===== src/rtl/hazard_controller_if.sv =====
// Hazard-controller bus: hazard information from the pipeline in, sequencing
// controls and statistics out. The pipeline side is the master.
interface hazard_controller_if #(
    parameter int REG_BITS = 4,
    parameter int CNT_BITS = 16
);
    logic [REG_BITS-1:0] ifid_rs;
    logic [REG_BITS-1:0] ifid_rt;
    logic [REG_BITS-1:0] idex_rd;
    logic                idex_mem_read;
    logic                branch_taken;
    logic                mem_req;
    logic                mem_ready;

    logic                pc_write;
    logic                ifid_write;
    logic                ifid_flush;
    logic                idex_bubble;
    logic                pipe_hold;
    logic                mem_error;
    logic [CNT_BITS-1:0] stall_cnt;
    logic [CNT_BITS-1:0] flush_cnt;

    modport master (
        output ifid_rs, ifid_rt, idex_rd, idex_mem_read, branch_taken, mem_req, mem_ready,
        input  pc_write, ifid_write, ifid_flush, idex_bubble, pipe_hold, mem_error,
        input  stall_cnt, flush_cnt
    );

    modport slave (
        input  ifid_rs, ifid_rt, idex_rd, idex_mem_read, branch_taken, mem_req, mem_ready,
        output pc_write, ifid_write, ifid_flush, idex_bubble, pipe_hold, mem_error,
        output stall_cnt, flush_cnt
    );
endinterface


===== src/rtl/hazard_controller.sv =====
// Pipeline sequencing controller for the 5-stage core: load-use stalls, branch
// flushes, data-memory wait holds with a watchdog, and saturating statistics.
module hazard_controller #(
    parameter int REG_BITS    = 4,
    parameter int CNT_BITS    = 16,
    parameter int MEM_TIMEOUT = 15
) (
    input logic            clk,
    input logic            rst,
    hazard_controller_if.slave hz
);
    localparam int WC_BITS = $clog2(MEM_TIMEOUT) + 1;
    localparam logic [CNT_BITS-1:0] CNT_MAX = {CNT_BITS{1'b1}};

    typedef enum logic {RUN, MEM_WAIT} state_t;

    state_t              state;
    logic [WC_BITS-1:0]  wait_cnt;
    logic [CNT_BITS-1:0] stall_cnt;
    logic [CNT_BITS-1:0] flush_cnt;
    logic                mem_error;

    logic load_use;
    logic hold_now;
    logic pc_write;
    logic ifid_write;
    logic ifid_flush;
    logic idex_bubble;
    logic pipe_hold;

    assign load_use = hz.idex_mem_read && (hz.idex_rd != '0) &&
                      ((hz.idex_rd == hz.ifid_rs) || (hz.idex_rd == hz.ifid_rt));

    // A memory access that is not ready freezes everything, masking branches and load-use.
    assign hold_now = ((state == RUN) && hz.mem_req && !hz.mem_ready) ||
                      ((state == MEM_WAIT) && !hz.mem_ready);

    always_comb begin
        pc_write    = 1'b1;
        ifid_write  = 1'b1;
        ifid_flush  = 1'b0;
        idex_bubble = 1'b0;
        pipe_hold   = 1'b0;
        if (!rst) begin
            pc_write    = 1'b0;
            ifid_write  = 1'b0;
            ifid_flush  = 1'b1;
            idex_bubble = 1'b1;
        end else if (hold_now) begin
            pc_write   = 1'b0;
            ifid_write = 1'b0;
            pipe_hold  = 1'b1;
        end else if (hz.branch_taken) begin
            ifid_flush  = 1'b1;
            idex_bubble = 1'b1;
        end else if (load_use) begin
            pc_write    = 1'b0;
            ifid_write  = 1'b0;
            idex_bubble = 1'b1;
        end
    end

    always_ff @(posedge clk) begin
        if (!rst) begin
            state     <= RUN;
            wait_cnt  <= '0;
            stall_cnt <= '0;
            flush_cnt <= '0;
            mem_error <= 1'b0;
        end else begin
            mem_error <= 1'b0;
            if (!pc_write && (stall_cnt != CNT_MAX)) begin
                stall_cnt <= stall_cnt + CNT_BITS'(1);
            end
            if (ifid_flush && (flush_cnt != CNT_MAX)) begin
                flush_cnt <= flush_cnt + CNT_BITS'(1);
            end
            case (state)
                RUN: begin
                    if (hz.mem_req && !hz.mem_ready) begin
                        state    <= MEM_WAIT;
                        wait_cnt <= WC_BITS'(1);
                    end
                end
                MEM_WAIT: begin
                    // Completion on the timeout cycle still wins over the abort.
                    if (hz.mem_ready) begin
                        state    <= RUN;
                        wait_cnt <= '0;
                    end else if (wait_cnt == WC_BITS'(MEM_TIMEOUT)) begin
                        state     <= RUN;
                        wait_cnt  <= '0;
                        mem_error <= 1'b1;
                    end else begin
                        wait_cnt <= wait_cnt + WC_BITS'(1);
                    end
                end
                default: begin
                    state    <= RUN;
                    wait_cnt <= '0;
                end
            endcase
        end
    end

    assign hz.pc_write    = pc_write;
    assign hz.ifid_write  = ifid_write;
    assign hz.ifid_flush  = ifid_flush;
    assign hz.idex_bubble = idex_bubble;
    assign hz.pipe_hold   = pipe_hold;
    assign hz.mem_error   = mem_error;
    assign hz.stall_cnt   = stall_cnt;
    assign hz.flush_cnt   = flush_cnt;
endmodule


===== src/flat_wrapper.sv =====
// flat-port wrapper written by rule: the top's interface ports become plain ports
module hazard_controller_flat 
#(
    parameter int REG_BITS    = 4,
    parameter int CNT_BITS    = 16,
    parameter int MEM_TIMEOUT = 15
)
  (clk, rst, hz_ifid_rs, hz_ifid_rt, hz_idex_rd, hz_idex_mem_read, hz_branch_taken, hz_mem_req, hz_mem_ready, hz_pc_write, hz_ifid_write, hz_ifid_flush, hz_idex_bubble, hz_pipe_hold, hz_mem_error, hz_stall_cnt, hz_flush_cnt);
  hazard_controller_if #(.REG_BITS(REG_BITS), .CNT_BITS(CNT_BITS)) hz_i ();
  input logic clk;
  input logic rst;
  input wire logic [$bits(hz_i.ifid_rs)-1:0] hz_ifid_rs;
  input wire logic [$bits(hz_i.ifid_rt)-1:0] hz_ifid_rt;
  input wire logic [$bits(hz_i.idex_rd)-1:0] hz_idex_rd;
  input wire logic [$bits(hz_i.idex_mem_read)-1:0] hz_idex_mem_read;
  input wire logic [$bits(hz_i.branch_taken)-1:0] hz_branch_taken;
  input wire logic [$bits(hz_i.mem_req)-1:0] hz_mem_req;
  input wire logic [$bits(hz_i.mem_ready)-1:0] hz_mem_ready;
  output wire logic [$bits(hz_i.pc_write)-1:0] hz_pc_write;
  output wire logic [$bits(hz_i.ifid_write)-1:0] hz_ifid_write;
  output wire logic [$bits(hz_i.ifid_flush)-1:0] hz_ifid_flush;
  output wire logic [$bits(hz_i.idex_bubble)-1:0] hz_idex_bubble;
  output wire logic [$bits(hz_i.pipe_hold)-1:0] hz_pipe_hold;
  output wire logic [$bits(hz_i.mem_error)-1:0] hz_mem_error;
  output wire logic [$bits(hz_i.stall_cnt)-1:0] hz_stall_cnt;
  output wire logic [$bits(hz_i.flush_cnt)-1:0] hz_flush_cnt;
  assign hz_i.ifid_rs = hz_ifid_rs;
  assign hz_i.ifid_rt = hz_ifid_rt;
  assign hz_i.idex_rd = hz_idex_rd;
  assign hz_i.idex_mem_read = hz_idex_mem_read;
  assign hz_i.branch_taken = hz_branch_taken;
  assign hz_i.mem_req = hz_mem_req;
  assign hz_i.mem_ready = hz_mem_ready;
  assign hz_pc_write = hz_i.pc_write;
  assign hz_ifid_write = hz_i.ifid_write;
  assign hz_ifid_flush = hz_i.ifid_flush;
  assign hz_idex_bubble = hz_i.idex_bubble;
  assign hz_pipe_hold = hz_i.pipe_hold;
  assign hz_mem_error = hz_i.mem_error;
  assign hz_stall_cnt = hz_i.stall_cnt;
  assign hz_flush_cnt = hz_i.flush_cnt;
  hazard_controller #(.REG_BITS(REG_BITS), .CNT_BITS(CNT_BITS), .MEM_TIMEOUT(MEM_TIMEOUT)) u_core (.clk(clk), .rst(rst), .hz(hz_i));
endmodule

===== config.mk =====
export PLATFORM = sky130hd
export DESIGN_NAME = hazard_controller_flat
export DESIGN_NICKNAME = d
export VERILOG_FILES = /design/src/rtl/hazard_controller_if.sv /design/src/rtl/hazard_controller.sv /design/src/flat_wrapper.sv
export SDC_FILE = /design/constraint.sdc
export NUM_CORES = 1
export LEC_CHECK = 0
export ABC_AREA = 1
export CORE_UTILIZATION = 40
export CTS_BUF_LIST = sky130_fd_sc_hd__clkbuf_2
export CTS_CLUSTER_DIAMETER = 40
export DETAILED_ROUTE_END_ITERATION = 8
export GPL_TIMING_DRIVEN = 0
export HOLD_SLACK_MARGIN = 0.12
export PLACE_DENSITY_LB_ADDON = 0.2
export SETUP_SLACK_MARGIN = 0.2
export SYNTH_ARGS = -nofsm -noshare
export SYNTH_HDL_FRONTEND = slang
export SYNTH_SLANG_ARGS = --single-unit
export TNS_END_PERCENT = 10

===== constraint.sdc =====
create_clock -name clk -period 2.3 [get_ports clk]
set_input_delay 0.23 -clock clk [delete_from_list [all_inputs] [get_ports clk]]
set_output_delay 0.23 -clock clk [all_outputs]
set_load 0.02 [all_outputs]

==> results.toml, run 1 <==
[floorplan]
die_height_microns = 78.6
die-width_microns = 78.6
ioPinCount = 56
floorplan.initialDensity_pct = 42.1
rows = 27
coreArea_sq_um = 5570
fp.dieArea_sq_um = 6180

[critical_path]
first_element_of_the_critical_path = "hz_idex_rd[2]"
most_common_cell_on_crit_path = "sky130_fd_sc_hd__nand2_1"
crit_path_max_incr_delay_ns = 0.50
timing_worst_setup_path_type = "in2out"
reg2reg_from = "u_core.hz.flush_cnt[0]"
critical_path.startpoint_type = "input port"
cpMaxStageDelayCell = "sky130_fd_sc_hd__clkdlybuf4s50_1"
critical_path.endpoint_type = "output port"
ff2ff_path_depth = 8
reg2reg_slack_ns = 0.46
worst_setup_path_endpoint = "hz_ifid_write"
cp_data_required_time_ns = 2.07
timing.critical_path.cells = "clkdlybuf4s50_1 -> inv_1 -> nand2_1 -> nand2_1 -> nor2_2 -> nand2_1 -> nand2_1 -> nand3_1 -> nand2_2 -> buf_6 -> inv_1 -> dlygate4sd2_1"
cp_max_fo = 5
timing.critical_path.arrival_ns = 1.79
critical_path.reg2reg.endpoint = "u_core.hz.flush_cnt[0]"

[synth]
synth_simple_gate_area_share_pct = 39.7
synth_compound_gate_area_share_pct = 9.96
synth_area_sq_um = 2350
cell_types_with_the_largest_area_share_after_synthesis = "sky130_fd_sc_hd__dfxtp_1, sky130_fd_sc_hd__nand2_1, sky130_fd_sc_hd__inv_1, sky130_fd_sc_hd__nor2_1, sky130_fd_sc_hd__nand3_1"
synth.largest_area_cell = "sky130_fd_sc_hd__dfxtp_1"
mappedNetlistNets = 395
post_synth_fa_ha_maj_area_fraction_pct = 1.60
synth-xor-area-share_pct = 3.36
synth_top_area_share_pct = 33.2
mean_instance_size_in_the_synthesized_netlist_sq_um = 6.28
post_synth_inst_count = 374
yosysWarningCount = 0
synth.area.mux_share_pct = 0
dominant_combinational_cell_family_by_area_after_synthesis = "simple AND/OR/NAND/NOR gates"
synth.lib_cells_used.distinct = 32
sequential_share_of_the_synthesized_area_pct = 33.2
ys_seq_elements = 39

[grt]
pin_count_of_the_biggest_net_entering_global_routing = 12
grt_pass1_wl_microns = 9670
globalRouteTotalUtil_pct = 19.7
vias_in_the_first_global_route = 2179
grt_antenna_before_repair = 0
grt_overflow_total = 0

[cells_and_area]
post_route_cells_drive_above_1_share_pct = 7.53
layout_commonest_cell = "sky130_fd_sc_hd__nand2_1"
insertedDiodeCount = 0
syn2layout_area_growth_pct = 30.1
final_cell_mix = "sky130_fd_sc_hd__nand2_1, sky130_fd_sc_hd__inv_1, sky130_fd_sc_hd__nor2_1, sky130_fd_sc_hd__clkdlybuf4s50_1, sky130_fd_sc_hd__dfxtp_1"
nNetsFinal = 459

[power_and_ir_drop]
leakage_nw = 1.36
power_per_cell_area_nw_per_um2 = 403
ir_drop_uv = 236
design_power_total_mw = 1.23

[placement]
portBuffers = 54
hpwl_microns = 4180
globalplace.congestion = 0.851

[clock_tree]
cts.reportedPaths.clkPinSlew_ns = 0.20
root_buffer = "sky130_fd_sc_hd__clkbuf_2"
cts.sink_count = 39
cts-buffers-inserted = 5
cts_tree = "built"
clk-insertion-delay-late_ns = 0.40
number_of_h_tree_levels = 2
cts_max_path_buffers = 2

[sta]
achievable-frequency_ghz = 0.495
timing.max_slew.rel_slack_pct = 67.9
final_max_slew_viol_count = 0
hold_slack_ns = 0.142
timing_worst_slew_pin_value_ns = 0.482
final_setup_violation_count = 0
setup-tns-final_ns = 0
fin_worst_skew_ns = 0.0164
rsz_0062_raised_after_global_routing = "yes"
hold_viol_final = 0
min_period_ns = 2.02
final_worst_path_period_share_pct = 87.8

[detailed_routing]
vias_per_std_cell = 4.81
vias = 2454
route.final.wire_length_microns = 5620
drtAntennaViolNets = 0
detailed_routing_iterations_pass_1 = 4
detail_route.wl_per_cell_microns = 11.0
drt_drc_violations_left = 0
drt_first_iter_violations = 119

[worst_hold_path]
hold_class = "in2reg"
min_delay_path_depth = 3

[job]
max_cap_viol_count = 0

[outcome]
status = "completed"
## metrics by stage
stage / area [sq um] / instances / utilization [%] / setup slack, ns
4_1_cts: 3040 / 509 / 54.6 / 0.165
3_3_place_gp: 2980 / 500 / 53.4 / -0.283
3_5_place_dp: 2980 / 500 / 53.4 / -0.306
6_report: 3060 / 510 / 54.8 / 0.281
5_1_grt: 3060 / 510 / 54.8 / 0.128
2_1_floorplan: 2350 / 374 / - / 0.535
## cell families after synthesis
logic type      after synthesis
simple gates                213
buf+inv                      67
compound gates               43
flops                        39
xor+xnor                      9
fa+ha+maj                     3
## cell usage after synthesis, drive strengths merged
library cell	count
nand2	105
inv	56
nor2	54
dfxtp	39
nand3	35
a21oi	25
o21ai	12
buf	10
nor3	8
xor2	6
nand4	5
a31oi	3
ha	3
nand3b	3
xnor2	3
a221oi	1
and3	1
clkbuf	1
nor3b	1
nor4	1
o211a	1
o21a	1
## repair_timing
item                                    4_1_cts  5_1_grt
pin swaps                                     1        1
endpoints found under the hold margin         1        0
gates cloned                                  0        0
setup buffers                                 1        1
endpoints found under the setup margin        4        3
gates resized for setup                       9        6
hold buffers                                  1        0
## critical path: cells and delay by family
kind	cells	cell delay, ns
buffers and inverters	5	1.04
AND/OR/NAND/NOR	7	0.52
## area by class of cell
class / count / area, sq um
clock buffers: 5 / 25.0
repair buffers: 57 / 566
clock inverters: 2 / 8.76
flip-flops and latches: 39 / 781
well taps: 72 / 90.1
multi-input cells: 268 / 1290
inverters: 56 / 210
plain buffers: 11 / 81.3
fillers: 576 / 2520
## sequential cells by signal (all words and copies together) (netlist names)
register             flops
u_core.wait_cnt          5
u_core.hz.mem_error      1
u_core.state             1
u_core.hz.stall_cnt     16
u_core.hz.flush_cnt     16
## per-layer routing
metal	GRT usage [%]	routed length [microns]	share of wire [%]	up-vias
met2	33.5	2680	48	53
met3	4.30	264	4.7	6
met5	0	0	0	-
li1	-	-	-	1302
met1	24.2	2620	47	1093
met4	6.85	58	1.0	0
## worst min path at each step
stage	startpoint	end	slack, ns
4_1_cts	rst	u_core.hz.flush_cnt[5]	0.12
5_1_grt	rst	u_core.hz.flush_cnt[5]	0.14
3_3_place_gp	u_core.wait_cnt[4]	u_core.hz.mem_error	0.43
6_report	rst	u_core.hz.flush_cnt[5]	0.14
2_1_floorplan	hz_mem_req	u_core.state	0.42
3_5_place_dp	u_core.wait_cnt[4]	u_core.hz.mem_error	0.44
## where the power goes
part / internal (mW) / switching [mW] / total, mW
logic: 0.104 / 0.125 / 0.228
registers: 0.692 / 0.0180 / 0.710
clock network: 0.0643 / 0.227 / 0.292
(Power assumes the default switching activity.)
==> run 2: changes to the inputs <==
ABC_CLOCK_PERIOD_IN_PS = 2300   (was not set)
CORE_UTILIZATION = 38   (was 40)
==> run 2 against run 1 <==
Effect of this change: global-route usage fell by 0.22 points; first-iteration DRC count fell by 5.9%; sequential share of layout area rose by 0.12 points; worst setup slack improved by 0.0023 ns; sequential power barely moved.
==> results.toml, run 2 (same netlist as run 1, synthesis figures left out) <==
[cells_and_area]
final_core_utilization_pct = 51.1
final_cell_mix = "sky130_fd_sc_hd__nand2_1, sky130_fd_sc_hd__inv_1, sky130_fd_sc_hd__nor2_1, sky130_fd_sc_hd__clkdlybuf4s50_1, sky130_fd_sc_hd__dfxtp_1"
largest_registers = "u_core.hz.flush_cnt (16), u_core.hz.stall_cnt (16), u_core.wait_cnt (5)"
syn2layout_area_growth_pct = 29.5
sequential_cell_area_sq_um = 781
insertedDiodeCount = 0
nNetsFinal = 458
num-fill-cells = 651
post_route_cells_drive_above_1_share_pct = 7.76
multiInputGateArea_sq_um = 1290
layout_commonest_cell = "sky130_fd_sc_hd__nand2_1"
post_layout_nonfiller_instances = 513

[grt]
grt_pass1_wl_microns = 9880
grt_overflow_total = 0
globalRouteTotalUtil_pct = 19.4
grt_busiest_layer = "met2"
gr-usage-met2_pct = 33.8
grt_util_met1_pct = 24.3
grt_util_met3_pct = 3.07
grt_antenna_before_repair = 0
vias_in_the_first_global_route = 2178
pin_count_of_the_biggest_net_entering_global_routing = 12

[critical_path]
timing.critical_path.cells = "o21ai_2 -> a21oi_2 -> inv_1 -> clkdlybuf4s50_1"
critical_path.startpoint_type = "register"
timing.critical_path.arrival_ns = 1.79
largest_delay_contributor_family_on_the_critical_path = "buffers and inverters"
crit_path_max_incr_delay_ns = 0.61
timing_worst_setup_path_type = "reg2out"
cp_max_fo = 4
critical_path.endpoint_type = "output port"
cpMaxStageDelayCell = "sky130_fd_sc_hd__clkdlybuf4s50_1"
reg2reg_slack_ns = 0.46
timing.critical_path.buf_inv = 2
cp_data_required_time_ns = 2.07

[power_and_ir_drop]
power_per_cell_area_nw_per_um2 = 411
leakage_nw = 1.34
ir_drop_uv = 195

[sta]
hold_viol_final = 0
achievable-frequency_ghz = 0.496
timing.max_slew.rel_slack_pct = 65.0
fin_worst_skew_ns = 0.0244
hold_slack_ns = 0.140
timing_worst_slew_pin_value_ns = 0.525
final_setup_violation_count = 0
final_worst_path_period_share_pct = 87.7
postLayoutSetupSlackWorst_ns = 0.283
setup-tns-final_ns = 0
rsz_0062_raised_after_global_routing = "yes"
final_max_slew_viol_count = 0
min_period_ns = 2.02

[placement]
hpwl_microns = 4280
dp_worst_setup_slack_ns = -0.329
portBuffers = 54
place.detailed.instances = 503
globalplace.congestion = 0.852

[detailed_routing]
drt_first_iter_violations = 112
vias_per_std_cell = 4.80
detail_route.wl_per_cell_microns = 11.2
route.final.wire_length_microns = 5730
drtAntennaViolNets = 0
detailed_routing_iterations_pass_1 = 4
drt_drc_violations_left = 0
vias = 2463

[clock_tree]
number_of_h_tree_levels = 2
cts.sink_count = 39
cts.reportedPaths.clkPinSlew_ns = 0.20
cts-buffers-inserted = 5
cts_tree = "built"
root_buffer = "sky130_fd_sc_hd__clkbuf_2"
cts_max_path_buffers = 2
clk-insertion-delay-late_ns = 0.40

[floorplan]
die-width_microns = 80.6
ioPinCount = 56
floorplan.initialDensity_pct = 39.4
rows = 28
fp.dieArea_sq_um = 6500
die_height_microns = 80.6
coreArea_sq_um = 5960

[worst_hold_path]
hold_class = "in2reg"

[outcome]
status = "completed"

[job]
max_cap_viol_count = 0
## run 2: changes by cell type in the layout (fill, tap and decap cells not counted), sizes merged
cell,change
buf,-1
clkbuf,+4
clkdlybuf4s50,+2
clkinv,-1
dlygate4sd2,-1
dlygate4sd3,-1
dlymetal6s2s,-2
## run 2: routing by layer
metal	share of wire (%)	vias up
li1	-	1311
met1	48	1099
met2	48	46
met3	3.5	7
met4	1.1	0
met5	0	-
## run 2: area by class of cell
cell class	instances	share of cell area [%]
Inverter	56	6.91
Sequential cell	39	25.7
Buffer	11	2.67
Clock buffer	7	1.15
Tap cell	75	3.09
Multi-Input combinational cell	268	42.4
Timing Repair Buffer	56	18.0
Clock inverter	1	0.165
## run 2: path summary, 6_finish.rpt
| check | startpoint | to | depth (start not counted) |
|---|---|---|---|
| worst max-delay path | u_core.state | hz_ifid_flush | 4 |
| worst max register to register | u_core.hz.flush_cnt[0] | u_core.hz.flush_cnt[0] | 8 |
| worst min register to register | u_core.wait_cnt[4] | u_core.hz.mem_error | 1 |
| worst min-delay path | rst | u_core.hz.flush_cnt[6] | 3 |
## run 2: worst reg2reg max path: stages (launching register included)
cell and delay (ns):
sky130_fd_sc_hd__dfxtp_1 0.46, sky130_fd_sc_hd__ha_1 0.25, sky130_fd_sc_hd__nand3_1 0.13, sky130_fd_sc_hd__nor2_1 0.21
sky130_fd_sc_hd__nand3b_1 0.12, sky130_fd_sc_hd__nand2_2 0.13, sky130_fd_sc_hd__buf_2 0.25, sky130_fd_sc_hd__xor2_1 0.17
sky130_fd_sc_hd__nor2_1 0.05
## run 2: timing repair
| item | CTS | global route |
|---|---|---|
| setup endpoints to repair | 4 | 4 |
| hold buffers | 0 | 0 |
| setup buffers | 2 | 0 |
| gates resized for setup | 7 | 5 |
| pin swaps | 1 | 0 |
| gates cloned | 0 | 0 |
## run 2: stage by stage
step	area (sq um)	total power, mW
CTS	3040	1.27
finish	3040	1.25
detailed placement	2980	0.947
floorplan	2350	0.849
global placement	2980	0.943
global route	3040	1.32
## run 2: report_power, final
| part | total (mW) | internal, mW | switching (mW) | leakage, nW |
|---|---|---|---|---|
| combinational | 0.225 | 0.102 | 0.124 | 0.992 |
| sequential | 0.710 | 0.692 | 0.0184 | 0.316 |
| clock | 0.316 | 0.0830 | 0.232 | 0.0330 |
==> run 3: changes to the inputs <==
ABC_CLOCK_PERIOD_IN_PS = 2600   (was 2300)
PLACE_DENSITY = 0.72   (was not set)
PLACE_DENSITY_LB_ADDON = not set   (was 0.2)
clock period = 2.6 ns   (was 2.3 ns; I/O delays follow)
==> run 3 against run 2 <==
Effect of this change: first-iteration DRC count grew 34%; die area is the same; clock-buffer cell count shrank 2; design area is essentially flat; utilization is essentially flat; routed wire length shrank 1.0%; total power shrank 12%; critical path type is now in2out; critical endpoint is now hz_pc_write; largest cell class unchanged.
==> results.toml, run 3 (same netlist as run 1, synthesis figures left out) <==
[outcome]
status = "completed"

[sta]
min_period_ns = 2.37
final_worst_path_period_share_pct = 91.3
hold_slack_ns = 0.144
hold_viol_final = 0
rsz_0062_raised_after_global_routing = "yes"
final_max_slew_viol_count = 0
postLayoutSetupSlackWorst_ns = 0.225
final_setup_violation_count = 0
fin_worst_skew_ns = 0.0228
achievable-frequency_ghz = 0.421
timing.max_slew.rel_slack_pct = 66.0
setup-tns-final_ns = 0
timing_worst_slew_pin_value_ns = 0.510

[detailed_routing]
drtAntennaViolNets = 0
drt_first_iter_violations = 150
route.final.wire_length_microns = 5670
vias = 2445
detail_route.wl_per_cell_microns = 11.1
detailed_routing_iterations_pass_1 = 5
drt_drc_violations_left = 0
vias_per_std_cell = 4.78

[floorplan]
coreArea_sq_um = 5960
ioPinCount = 56
rows = 28
die-width_microns = 80.6
die_height_microns = 80.6
floorplan.initialDensity_pct = 39.4
fp.dieArea_sq_um = 6500

[critical_path]
cp_data_required_time_ns = 2.34
cp_max_fo = 10
timing_worst_setup_path_type = "in2out"
timing.critical_path.arrival_ns = 2.11
critical_path.endpoint_type = "output port"
critical_path.startpoint_type = "input port"

[worst_hold_path]
hold_class = "in2reg"

[cells_and_area]
largest_registers = "u_core.hz.flush_cnt (16), u_core.hz.stall_cnt (16), u_core.wait_cnt (5)"
nNetsFinal = 457
syn2layout_area_growth_pct = 29.4
num-fill-cells = 617
insertedDiodeCount = 0
finish.instance_area_sq_um = 3040
layout_commonest_cell = "sky130_fd_sc_hd__nand2_1"
final_cell_mix = "sky130_fd_sc_hd__nand2_1, sky130_fd_sc_hd__inv_1, sky130_fd_sc_hd__nor2_1, sky130_fd_sc_hd__clkdlybuf4s50_1, sky130_fd_sc_hd__dfxtp_1"
post_route_cells_drive_above_1_share_pct = 6.42

[clock_tree]
number_of_h_tree_levels = 2
clk-insertion-delay-late_ns = 0.40
root_buffer = "sky130_fd_sc_hd__clkbuf_2"
cts_tree = "built"
cts-buffers-inserted = 5
cts.reportedPaths.clkPinSlew_ns = 0.24
cts_max_path_buffers = 2
postCtsSetupRepairBufs = 0
cts.sink_count = 39

[job]
max_cap_viol_count = 0

[grt]
vias_in_the_first_global_route = 2225
grt_pass1_wl_microns = 9580
pin_count_of_the_biggest_net_entering_global_routing = 13
globalRouteTotalUtil_pct = 18.8
grt_overflow_total = 0
grt_antenna_before_repair = 0

[power_and_ir_drop]
design_power_total_mw = 1.10
leakage_nw = 1.33
power_per_cell_area_nw_per_um2 = 362
ir_drop_uv = 204

[placement]
globalplace.congestion = 0.877
standard_cell_area_after_detailed_placement_sq_um = 2980
dp_worst_setup_slack_ns = -0.0723
portBuffers = 54
hpwl_microns = 4220
## run 3: changes by cell type in the layout (fill, tap and decap cells not counted), sizes merged
cell           change
clkbuf             -4
buf                -2
clkdlybuf4s50      +2
clkinv             +1
dlygate4sd3        +1
## run 3: final cells by class
type	count	area (sq um)	share of cell area (%)
clock inverters	2	13.8	0.453
flip-flops and latches	39	781	25.7
plain buffers	11	77.6	2.55
well taps	75	93.8	3.09
repair buffers	55	552	18.2
clock buffers	5	25.0	0.823
multi-input cells	268	1290	42.3
inverters	56	210	6.92
## run 3: worst paths after layout
path | depth (start not counted) | to | slack, ns | start
max | 13 | hz_pc_write | 0.23 | hz_idex_rd[1]
min | 3 | u_core.hz.flush_cnt[5] | 0.14 | rst
max reg2reg | 8 | u_core.hz.flush_cnt[0] | 0.75 | u_core.hz.flush_cnt[0]
min reg2reg | 1 | u_core.hz.mem_error | 0.46 | u_core.wait_cnt[4]
## run 3: per-stage QoR
step	instances	util, %
3_5_place_dp	503	50.1
2_1_floorplan	374	-
3_3_place_gp	503	50.1
5_1_grt	511	51.0
4_1_cts	510	50.8
6_report	511	51.0
## run 3: per-layer routing
layer	global-route usage, %	wire length (microns)
met2	32.7	2660
met4	5.36	51
met3	3.86	257
met1	23.1	2710
met5	0	0
## run 3: report_power, final
group	switching, mW	total [mW]	internal (mW)
sequential	0.0165	0.629	0.612
combinational	0.108	0.198	0.0899
clock	0.213	0.274	0.0615
## run 3: critical path: stages
cell and delay, ns:
sky130_fd_sc_hd__clkdlybuf4s50_1 0.53, sky130_fd_sc_hd__inv_1 0.07, sky130_fd_sc_hd__nand2_1 0.06, sky130_fd_sc_hd__nand2_1 0.05, sky130_fd_sc_hd__nor2_1 0.11, sky130_fd_sc_hd__nand2_1 0.06, sky130_fd_sc_hd__nand2_1 0.07, sky130_fd_sc_hd__nand3_1 0.06
sky130_fd_sc_hd__nand2_1 0.14, sky130_fd_sc_hd__buf_4 0.20, sky130_fd_sc_hd__inv_1 0.06, sky130_fd_sc_hd__buf_4 0.12, sky130_fd_sc_hd__dlygate4sd2_1 0.31
## run 3: repair_timing
item                       4_1_cts  5_1_grt
resized for setup                2        2
hold endpoints to repair         0        1
hold buffers                     0        1
setup endpoints to repair        2        2
